==> config.mk <==
export PLATFORM = sky130hd
export DESIGN_NAME = credit_tx_unit
export DESIGN_NICKNAME = d
export VERILOG_FILES = /design/src/rtl/credit_tx_unit_pkg.sv /design/src/rtl/credit_tx_unit_sync_fifo.sv /design/src/rtl/credit_tx_unit.sv
export SDC_FILE = /design/constraint.sdc
export NUM_CORES = 1
export LEC_CHECK = 0
export ABC_AREA = 1
export BUFFER_PORTS_ARGS = -buffer_cell sky130_fd_sc_hd__buf_2
export CORE_ASPECT_RATIO = 1.75
export CORE_MARGIN = 4
export CORE_UTILIZATION = 52
export DETAILED_ROUTE_END_ITERATION = 12
export PLACE_DENSITY = 0.75
export SETUP_SLACK_MARGIN = 0.02
export SLEW_MARGIN = 40
export SYNTH_ARGS = -nofsm -noshare
export SYNTH_HDL_FRONTEND = slang
export SYNTH_HIERARCHICAL = 1
export SYNTH_SLANG_ARGS = --single-unit
==> constraint.sdc <==
create_clock -name clk -period 2.11 [get_ports clk]
set_input_delay 0.3165 -clock clk [delete_from_list [all_inputs] [get_ports clk]]
set_output_delay 0.3165 -clock clk [all_outputs]
set_load 0.02 [all_outputs]
==> src/rtl/credit_tx_unit_pkg.sv <==
// Shared link parameters for the PE-to-router transmitter and the router input buffers.
// Router buffer depth and transmitter credits both come from here so they cannot drift apart.
package credit_tx_unit_pkg;

   // Flit width on the router links.
   localparam int ROUTER_WIDTH          = 16;

   // Downstream input-buffer depth, which is also the transmitter credit reset value.
   localparam int CREDIT_INIT_DEFAULT   = 2;

   // Depth of the local flit FIFO inside the transmitter.
   localparam int TX_FIFO_DEPTH_DEFAULT = 4;

endpackage

==> src/rtl/credit_tx_unit_sync_fifo.sv <==
// SyncFifo: single-clock FIFO with a combinational head read and registered full/empty flags.
// Reset is synchronous and active-low. DEPTH must be a power of two so the pointers wrap
// naturally. Push while full and pop while empty are ignored. This block is also intended
// for reuse by the router input units.
module SyncFifo #(
   parameter int WIDTH = 16,
   parameter int DEPTH = 4
) (
   input  logic             clk,
   input  logic             rst,
   input  logic             push,
   input  logic             pop,
   input  logic [WIDTH-1:0] din,
   output logic [WIDTH-1:0] dout,
   output logic             full,
   output logic             empty
);

   localparam int AW = $clog2(DEPTH);
   localparam int CW = AW + 1;

   logic [WIDTH-1:0] r_mem [DEPTH];
   logic [AW-1:0]    r_wr_ptr;
   logic [AW-1:0]    r_rd_ptr;
   logic [CW-1:0]    r_count;
   logic             r_full;
   logic             r_empty;
   logic [CW-1:0]    w_count_next;
   logic             w_push;
   logic             w_pop;

   assign w_push = push && !r_full;
   assign w_pop  = pop && !r_empty;

   // Next occupancy. A simultaneous push and pop leaves it unchanged.
   always_comb begin
      w_count_next = r_count;
      case ({w_push, w_pop})
         2'b10:   w_count_next = r_count + CW'(1);
         2'b01:   w_count_next = r_count - CW'(1);
         default: w_count_next = r_count;
      endcase
   end

   // Storage write. It is left unreset so the array maps onto plain memory.
   always_ff @(posedge clk) begin
      if (w_push) begin
         r_mem[r_wr_ptr] <= din;
      end
   end

   // Pointers, occupancy and the registered status flags.
   always_ff @(posedge clk) begin
      if (!rst) begin
         r_wr_ptr <= '0;
         r_rd_ptr <= '0;
         r_count  <= '0;
         r_full   <= 1'b0;
         r_empty  <= 1'b1;
      end else begin
         if (w_push) r_wr_ptr <= r_wr_ptr + AW'(1);
         if (w_pop)  r_rd_ptr <= r_rd_ptr + AW'(1);
         r_count <= w_count_next;
         r_full  <= (w_count_next == CW'(DEPTH));
         r_empty <= (w_count_next == '0);
      end
   end

   assign dout  = r_mem[r_rd_ptr];
   assign full  = r_full;
   assign empty = r_empty;

endmodule

==> src/rtl/credit_tx_unit.sv <==
// credit_tx_unit: credit-based flit transmitter from a PE into one router input port.
// PE flits are queued in a SyncFifo. A flit launches only while a credit is held, and every
// tx_credit pulse returns one credit. Optional checking is enabled by the macro
// CREDIT_TX_CHECK_EN, which gives a sticky credit_err flag and an overflow assertion.
// Without the macro, credit_err is tied low. Counter saturation is present in both builds.
module credit_tx_unit
   import credit_tx_unit_pkg::*;
#(
   parameter int CREDIT_INIT = CREDIT_INIT_DEFAULT,
   parameter int FIFO_DEPTH  = TX_FIFO_DEPTH_DEFAULT
) (
   input  logic                             clk,
   input  logic                             rst,
   input  logic                             pe_valid,
   input  logic [ROUTER_WIDTH-1:0]          pe_data,
   output logic                             pe_ready,
   output logic                             tx_data_valid,
   output logic [ROUTER_WIDTH-1:0]          tx_data,
   input  logic                             tx_credit,
   output logic [$clog2(CREDIT_INIT+1)-1:0] credit_count,
   output logic                             fifo_empty,
   output logic                             credit_err
);

   localparam int CW = $clog2(CREDIT_INIT + 1);

   logic [CW-1:0]           r_credit;
   logic [CW-1:0]           w_credit_next;
   logic                    r_tx_valid;
   logic [ROUTER_WIDTH-1:0] r_tx_data;
   logic                    w_fifo_full;
   logic                    w_fifo_empty;
   logic [ROUTER_WIDTH-1:0] w_fifo_head;
   logic                    w_push;
   logic                    w_pop;

   // pe_ready comes only from the registered full flag, so a pop in the same cycle
   // does not open a slot.
   assign w_push = pe_valid && !w_fifo_full;
   assign w_pop  = !w_fifo_empty && (r_credit != '0);

   SyncFifo #(
      .WIDTH (ROUTER_WIDTH),
      .DEPTH (FIFO_DEPTH)
   ) u_fifo (
      .clk   (clk),
      .rst   (rst),
      .push  (w_push),
      .pop   (w_pop),
      .din   (pe_data),
      .dout  (w_fifo_head),
      .full  (w_fifo_full),
      .empty (w_fifo_empty)
   );

   // Credit arithmetic: subtract one on a pop, add one on a returned credit,
   // and saturate at CREDIT_INIT.
   always_comb begin
      w_credit_next = r_credit;
      if (w_pop && !tx_credit) begin
         w_credit_next = r_credit - CW'(1);
      end else if (!w_pop && tx_credit && (r_credit != CW'(CREDIT_INIT))) begin
         w_credit_next = r_credit + CW'(1);
      end
   end

   // Credit counter. Returned credits are ignored during reset.
   always_ff @(posedge clk) begin
      if (!rst) begin
         r_credit <= CW'(CREDIT_INIT);
      end else begin
         r_credit <= w_credit_next;
      end
   end

   // Launch register: valid pulses for one cycle per pop, and the data holds between flits.
   always_ff @(posedge clk) begin
      if (!rst) begin
         r_tx_valid <= 1'b0;
         r_tx_data  <= '0;
      end else begin
         r_tx_valid <= w_pop;
         if (w_pop) r_tx_data <= w_fifo_head;
      end
   end

`ifdef CREDIT_TX_CHECK_EN
   logic w_overflow;
   logic r_credit_err;

   assign w_overflow = tx_credit && !w_pop && (r_credit == CW'(CREDIT_INIT));

   // Sticky overflow flag, cleared only by reset.
   always_ff @(posedge clk) begin
      if (!rst) begin
         r_credit_err <= 1'b0;
      end else if (w_overflow) begin
         r_credit_err <= 1'b1;
      end
   end

   assign credit_err = r_credit_err;

   a_no_credit_overflow : assert property (@(posedge clk) disable iff (!rst) !w_overflow)
      else $warning("credit_tx_unit: credit returned while counter full");
`else
   assign credit_err = 1'b0;
`endif

   assign pe_ready      = !w_fifo_full;
   assign tx_data_valid = r_tx_valid;
   assign tx_data       = r_tx_data;
   assign credit_count  = r_credit;
   assign fifo_empty    = w_fifo_empty;

endmodule

==> Word-level counts from Yosys, hierarchy flattened <==
Memory sizes are Yosys's and may differ from the RTL's. A register that Yosys moved wholly into a read port is not among the register bits.
Cells that the tools add are included.
{ "totals": {"register_bits": 12, "ramBits": 64, "out_inout_bits": 22, "mem_count": 1} }
{ "memory_table": {"columns": ["memory", "depth", "word_bits", "read_ports", "rd_clocked_by_memory_dff", "wr", "line", "rtl"], "rows": [
  ["u_fifo.r_mem", 4, 16, 1, 1, 1, "credit_tx_unit_sync_fifo.sv:22", "logic [WIDTH-1:0] r_mem [DEPTH];"]
]} }
{ "classes": {"reduce_logical": 15, "eq_ne": 4, "addsub": 6, "muxes": 5} }
{ "op_table": {"columns": ["cell", "count"], "rows": [
  ["1-bit logical AND", 7],
  ["2-bit by 1-bit adder with 2-bit output, second input constant", 3],
  ["3-bit case mux with 2 select lines", 1],
  ["1-bit logical NOT", 5],
  ["2-bit 2-to-1 mux", 2],
  ["2-bit nonzero test", 2],
  ["3-bit by 1-bit adder with 3-bit output, second input constant", 1],
  ["3-bit == test, second input constant", 1],
  ["3-bit logical NOT", 1],
  ["3-bit by 1-bit subtractor with 3-bit output, second input constant", 1],
  ["2-bit by 1-bit == test with 1-bit output, second input constant", 1],
  ["2-bit == test, second input constant", 1],
  ["1-bit 2-to-1 mux", 2],
  ["2-bit != test, second input constant", 1],
  ["2-bit by 1-bit subtractor with 2-bit output, second input constant", 1]
]} }

==> Depth between registers and ports, before layout <==
{ "logic_depth": {"ltp_word": 7, "depth_mapped": 16, "depth_no_buf": 15} }

==> By module <==
The synthesis kept the hierarchy.
{ "modules_own_cells": {"columns": ["mod", "n_inst", "cells_per_inst", "seq_area_each_um2", "area_each_um2"], "rows": [
  ["SyncFifo", 1, 222, 2142.1, 3085.5],
  ["credit_tx_unit", 1, 97, 380.4, 745.7]
]} }

==> Worst setup path after synthesis <==
No wires, ideal clock.
{ "synth_path": {"kind": "register to register", "startpoint": "reg u_fifo.r_empty, in the netlist u_fifo/empty", "endpoint": "reg u_fifo.r_empty, in the netlist u_fifo/empty", "period_less_slack_ns": 2.305, "slack_ns": -0.195, "path_stages_with_launch": 14, "arrival_time_ns": 2.192, "setup_ns": 0.114, "t_required_ns": 1.996, "path_cell_list": "dfxtp_1 inv_1 o21ai_4 inv_4 buf_6 inv_1 nor2_4 ha_1 inv_1 fa_1 o21ai_0 a21oi_1 nand3_1 nand2_1"} }
{ "synth_via": {"elab_chain_cells": 6, "elab_cells_between_ends": 7, "cone_classes": "eq/ne: 2; mux: 1; reduce/logical: 4"} }
{ "synth_lines": {"columns": ["item", "line", "rtl"], "rows": [
  ["from (decl)", "credit_tx_unit_sync_fifo.sv:27", "logic r_empty;"],
  ["from (signal assigned)", "credit_tx_unit_sync_fifo.sv:65", "r_empty <= (w_count_next == '0);"],
  ["1-bit logical NOT *", "credit_tx_unit.sv:40", "assign w_pop = !w_fifo_empty && (r_credit != '0);"],
  ["1-bit logical AND *", "credit_tx_unit.sv:40", null],
  ["named net w_pop", "credit_tx_unit.sv:35", "logic w_pop;"],
  ["1-bit logical AND *", "credit_tx_unit_sync_fifo.sv:33", "assign w_pop = pop && !r_empty;"],
  ["2-bit by 1-bit == test with 1-bit output or 2-bit == test (tied branches)", "credit_tx_unit_sync_fifo.sv:38", "case ({w_push, w_pop})"],
  ["3-bit case mux with 2 select lines *", "credit_tx_unit_sync_fifo.sv:38", null],
  ["3-bit logical NOT *", "credit_tx_unit_sync_fifo.sv:65", null]
]} }
The timed path passes the listed nets; every way through them passes the cells marked *.
A chain may end at the register's enable or synchronous reset.

==> Final worst setup path <==
{ "layout_path": {"startpoint": "reg u_fifo.r_empty, in the netlist u_fifo/empty", "endpoint": "reg u_fifo.r_empty, in the netlist u_fifo/empty"} }
{ "layout_via": {"elab_chain_cells": 6, "elab_cells_between_ends": 7, "cone_classes": "eq/ne: 2; mux: 1; reduce/logical: 4"} }
{ "layout_lines": {"columns": ["item", "line"], "rows": [
  ["1-bit logical NOT *", "credit_tx_unit_sync_fifo.sv:33, credit_tx_unit.sv:40"],
  ["1-bit logical AND", "credit_tx_unit.sv:40"],
  ["1-bit logical AND *", "credit_tx_unit_sync_fifo.sv:33"],
  ["2-bit by 1-bit == test with 1-bit output or 2-bit == test (tied branches)", "credit_tx_unit_sync_fifo.sv:38"],
  ["3-bit case mux with 2 select lines *", "credit_tx_unit_sync_fifo.sv:38"],
  ["3-bit logical NOT *", "credit_tx_unit_sync_fifo.sv:65"]
]} }
Every way passes the cells marked *; elsewhere a longest branch is shown, timed or not.

==> summary.txt <==
Placed design
  – Post-DP HPWL: 4912 um
  – Worst slack, placed: between 100 and 150 ps
  – Port Buf Inserts: 40
  – Final RePlAce weighted congestion: ~0.8
  – Post-DP Area: 4151 um2

Detailed routing
  – Drt first pass iters: 4
  – Initial DRC count: 174
  – Post-DR vias/cell: 5.338
  – DRC viols: 0
  – Post-Route WL: 7387 um
  – Routed len/inst: 15.92 um
  – DRT antenna net count: 0
  – Via count: roughly 2,500

Global route
  – Initial antenna violation count: 0
  – Largest net degree at the start of global routing: 33
  – Vias in the first global route: ~2,500
  – GR Util All Layers: 0.1814
  – First-pass GRT wire length: 11,830 um
  – Grt ovf: 0

Worst hold path
  – HP Class: in2reg
  – Hold_sp: pe_data[6]
  – Hold path depth: 1
  – Hold EP: u_fifo/r_mem[3][6]$_DFFE_PP_

Yosys
  – Synth cell count leaders: edfxtp_1, nor2_1, dfxtp_1
  – Largest cells by area after synthesis: edfxtp_1, dfxtp_1, nor2_1
  – Yosys cell types: 27
  – Warnings, synthesis: 6
  – Post-synthesis async set-or-reset flop share: 0
  – Top-area cell type share of the netlist area: 0.5016
  – Syn Nets: 345
  – Syn_area_per_cell: approximately 12 um2
  – Cells after Synth: roughly 320
  – Number of flops mapped to enable cells by yosys: between 60 and 70
  – Synth Register Bits: 94
  – Mapped cell area: 3831 um2
  – Seq/Total Area, Yosys: 0.6584
  – Area leader, netlist: edfxtp_1
  – Post-synth top flop: edfxtp_1

Setup path
  – R2r endpoint: u_fifo/empty$_SDFF_PN1_
  – Worst Path Arrival: about 2300 ps
  – Crit path max-delay family: adder cells
  – Buffers & Inverters on Critical Path: 4
  – CP Cell Sequence: inv_2 > o21ai_4 > inv_4 > inv_1 > nor2_4 > ha_2 > inv_1 > fa_2 > o21ai_2 > a21oi_2 > nand3_1 > nand2_1
  – Crit path top cell by count: inv_1
  – Critical-path top delay cell: fa_2
  – Reg2reg path depth: 12
  – Critical Path Start Type: register
  – Largest stage delay, worst path: 540 ps
  – Element type at the critical path end: register
  – RR Startpoint: u_fifo/empty$_SDFF_PN1_
  – Critical path fanouts, max: 4
  – Required time worst endpoint: around 2400 ps
  – Crit Path Class: reg2reg
  – Worst-case register-to-register setup slack: between 100 and 150 ps

Floorplan
  – Core box area: 7182 um2
  – Number of top-level pins: 42
  – Die X: 72.89 um
  – Die area: roughly 9000 um2
  – Starting Density: 0.5334
  – Die Y: 121.6 um
  – # rows: 41

CTS
  – CTS root buffer: clkbuf_16
  – Num CTS Buffers: 9
  – Clock tree sinks: 94
  – Max clock buf depth: 2
  – Clk_lat worst skew: 330 ps
  – CTS Hold Bufs: 0
  – H-tree depth: 3
  – Clock transition at the registers of the reported paths: ~60 ps
  – CTS tree: yes

Final layout
  – ANT cells: 0
  – P&R area growth vs syn: 16.66%
  – Post-route cell area: around 4500 um2
  – Core Util, Final: 0.6223
  – Layout net count: 399
  – Layout cells sized above 1: 0.3439

Pwr
  – Power, Total: roughly 5.6 mW
  – PwrDens: between 1000 and 1500 nW/um2
  – Worst vdd ir: 561.4 uV
  – Pleak: 1.741 nW

STA
  – Final setup TNS: 0 ps
  – Fin crit share: 0.9421
  – RSZ-0062 raised after global routing: false
  – Final Hold Vio Count: 0
  – FMAX: 503.0 MHz
  – Worst setup margin: approximately 120 ps
  – Slew Viols, Final: 0
  – Post-Route Skew: ~5.7 ps
  – Final setup fails: 0
  – Tmin final: 1988 ps

Run
  – Max Cap Viol: 0

Run status
  – Outcome: complete, no violations
## area by class of cell
type / instances / area [um2]
tap: 86 / 107.6
inverter: 26 / 100.1
clock inverter: 2 / 13.76
clock buffer: 14 / 276.5
fill: 571 / 2713
timing repair buffer: 55 / 325.3
multi-input combinational: 187 / 1115
sequential: 94 / 2531
## power by group
part,switching [mW],internal (mW)
clock,0.609,0.905
combinational,1.09,0.571
sequential,0.168,2.31
## through the flow
| step | hold WS (ps) | cells |
|---|---|---|
| after floorplan | 384.9 | 319 |
| after global placement | 458.0 | 447 |
| after detailed placement | 468.5 | 447 |
| after CTS | 189.3 | 463 |
| after global routing | 197.5 | 464 |
| final | 197.1 | 464 |
## sequential cells by signal, indices dropped and copies added, names as in the netlist, named ones only
register / cells
u_fifo/r_count: 3
u_fifo/empty: 1
credit_count: 2
tx_data_valid: 1
u_fifo/r_wr_ptr: 2
u_fifo/r_rd_ptr: 2
u_fifo/full: 1
u_fifo/r_mem: 64
tx_data: 16
## layout by cell type (no fill, tap or decap), types with 2 or more instances in the layout
| cell | Yosys | routed |
|---|---|---|
| nor2_1 | 64 | 64 |
| edfxtp_1 | 64 | 64 |
| nand3_2 | 1 | 2 |
| inv_1 | 23 | 22 |
| o22ai_2 | 11 | 11 |
| dfxtp_4 | 0 | 2 |
| clkbuf_8 | 0 | 3 |
| o22ai_1 | 5 | 5 |
| ha_1 | 5 | 4 |
| a21oi_1 | 7 | 6 |
| nand4_1 | 3 | 3 |
| clkbuf_2 | 0 | 2 |
| clkbuf_16 | 0 | 9 |
| inv_4 | 1 | 2 |
| o21ai_1 | 11 | 11 |
| buf_4 | 2 | 14 |
| nor2_2 | 12 | 12 |
| dfxtp_1 | 30 | 27 |
| buf_2 | 1 | 40 |
| nand3_1 | 5 | 4 |
| nand2_1 | 17 | 16 |
| inv_2 | 2 | 3 |
| o21ai_2 | 20 | 21 |
| o21ai_0 | 21 | 20 |
## repair_timing
| item | in CTS | in global routing |
|---|---|---|
| buffers inserted | 0 | 1 |
| gates resized for setup | 0 | 6 |
| setup endpoints to repair | 0 | 2 |
## worst max path at each step
| stage | from | endpoint | slack, ps | cells past startpoint |
|---|---|---|---|---|
| global placement | u_fifo/empty$_SDFF_PN1_ | u_fifo/empty$_SDFF_PN1_ | 220 | 12 |
| detailed placement | u_fifo/empty$_SDFF_PN1_ | u_fifo/empty$_SDFF_PN1_ | 100 | 14 |
| global route | u_fifo/empty$_SDFF_PN1_ | u_fifo/empty$_SDFF_PN1_ | 20 | 12 |
| finish | u_fifo/empty$_SDFF_PN1_ | u_fifo/empty$_SDFF_PN1_ | 120 | 12 |
| CTS | u_fifo/empty$_SDFF_PN1_ | u_fifo/empty$_SDFF_PN1_ | 100 | 12 |
| floorplan | credit_count[1]$_SDFFE_PN1P_ | u_fifo/empty$_SDFF_PN1_ | 30 | 12 |
## cell families after synthesis
kind of cell | after synthesis | synth area share
compound gates | 76 | 0.1450
xor+xnor | 1 | 0.002287
fa+ha+maj | 6 | 0.02155
buf+inv | 38 | 0.05584
flops | 94 | 0.6584
other cells | 1 | 0.0009788
simple gates | 103 | 0.1159
## routing by layer
layer  vias to the layer above  GRT usage  wire length, um
met5                         -          0                0
met4                         0     0.1074              258
li1                       1211          -                -
met2                        62     0.3167             4104
met3                        24    0.04129              283
met1                      1180     0.1948             2741
Power figures use the tool's default switching activity.
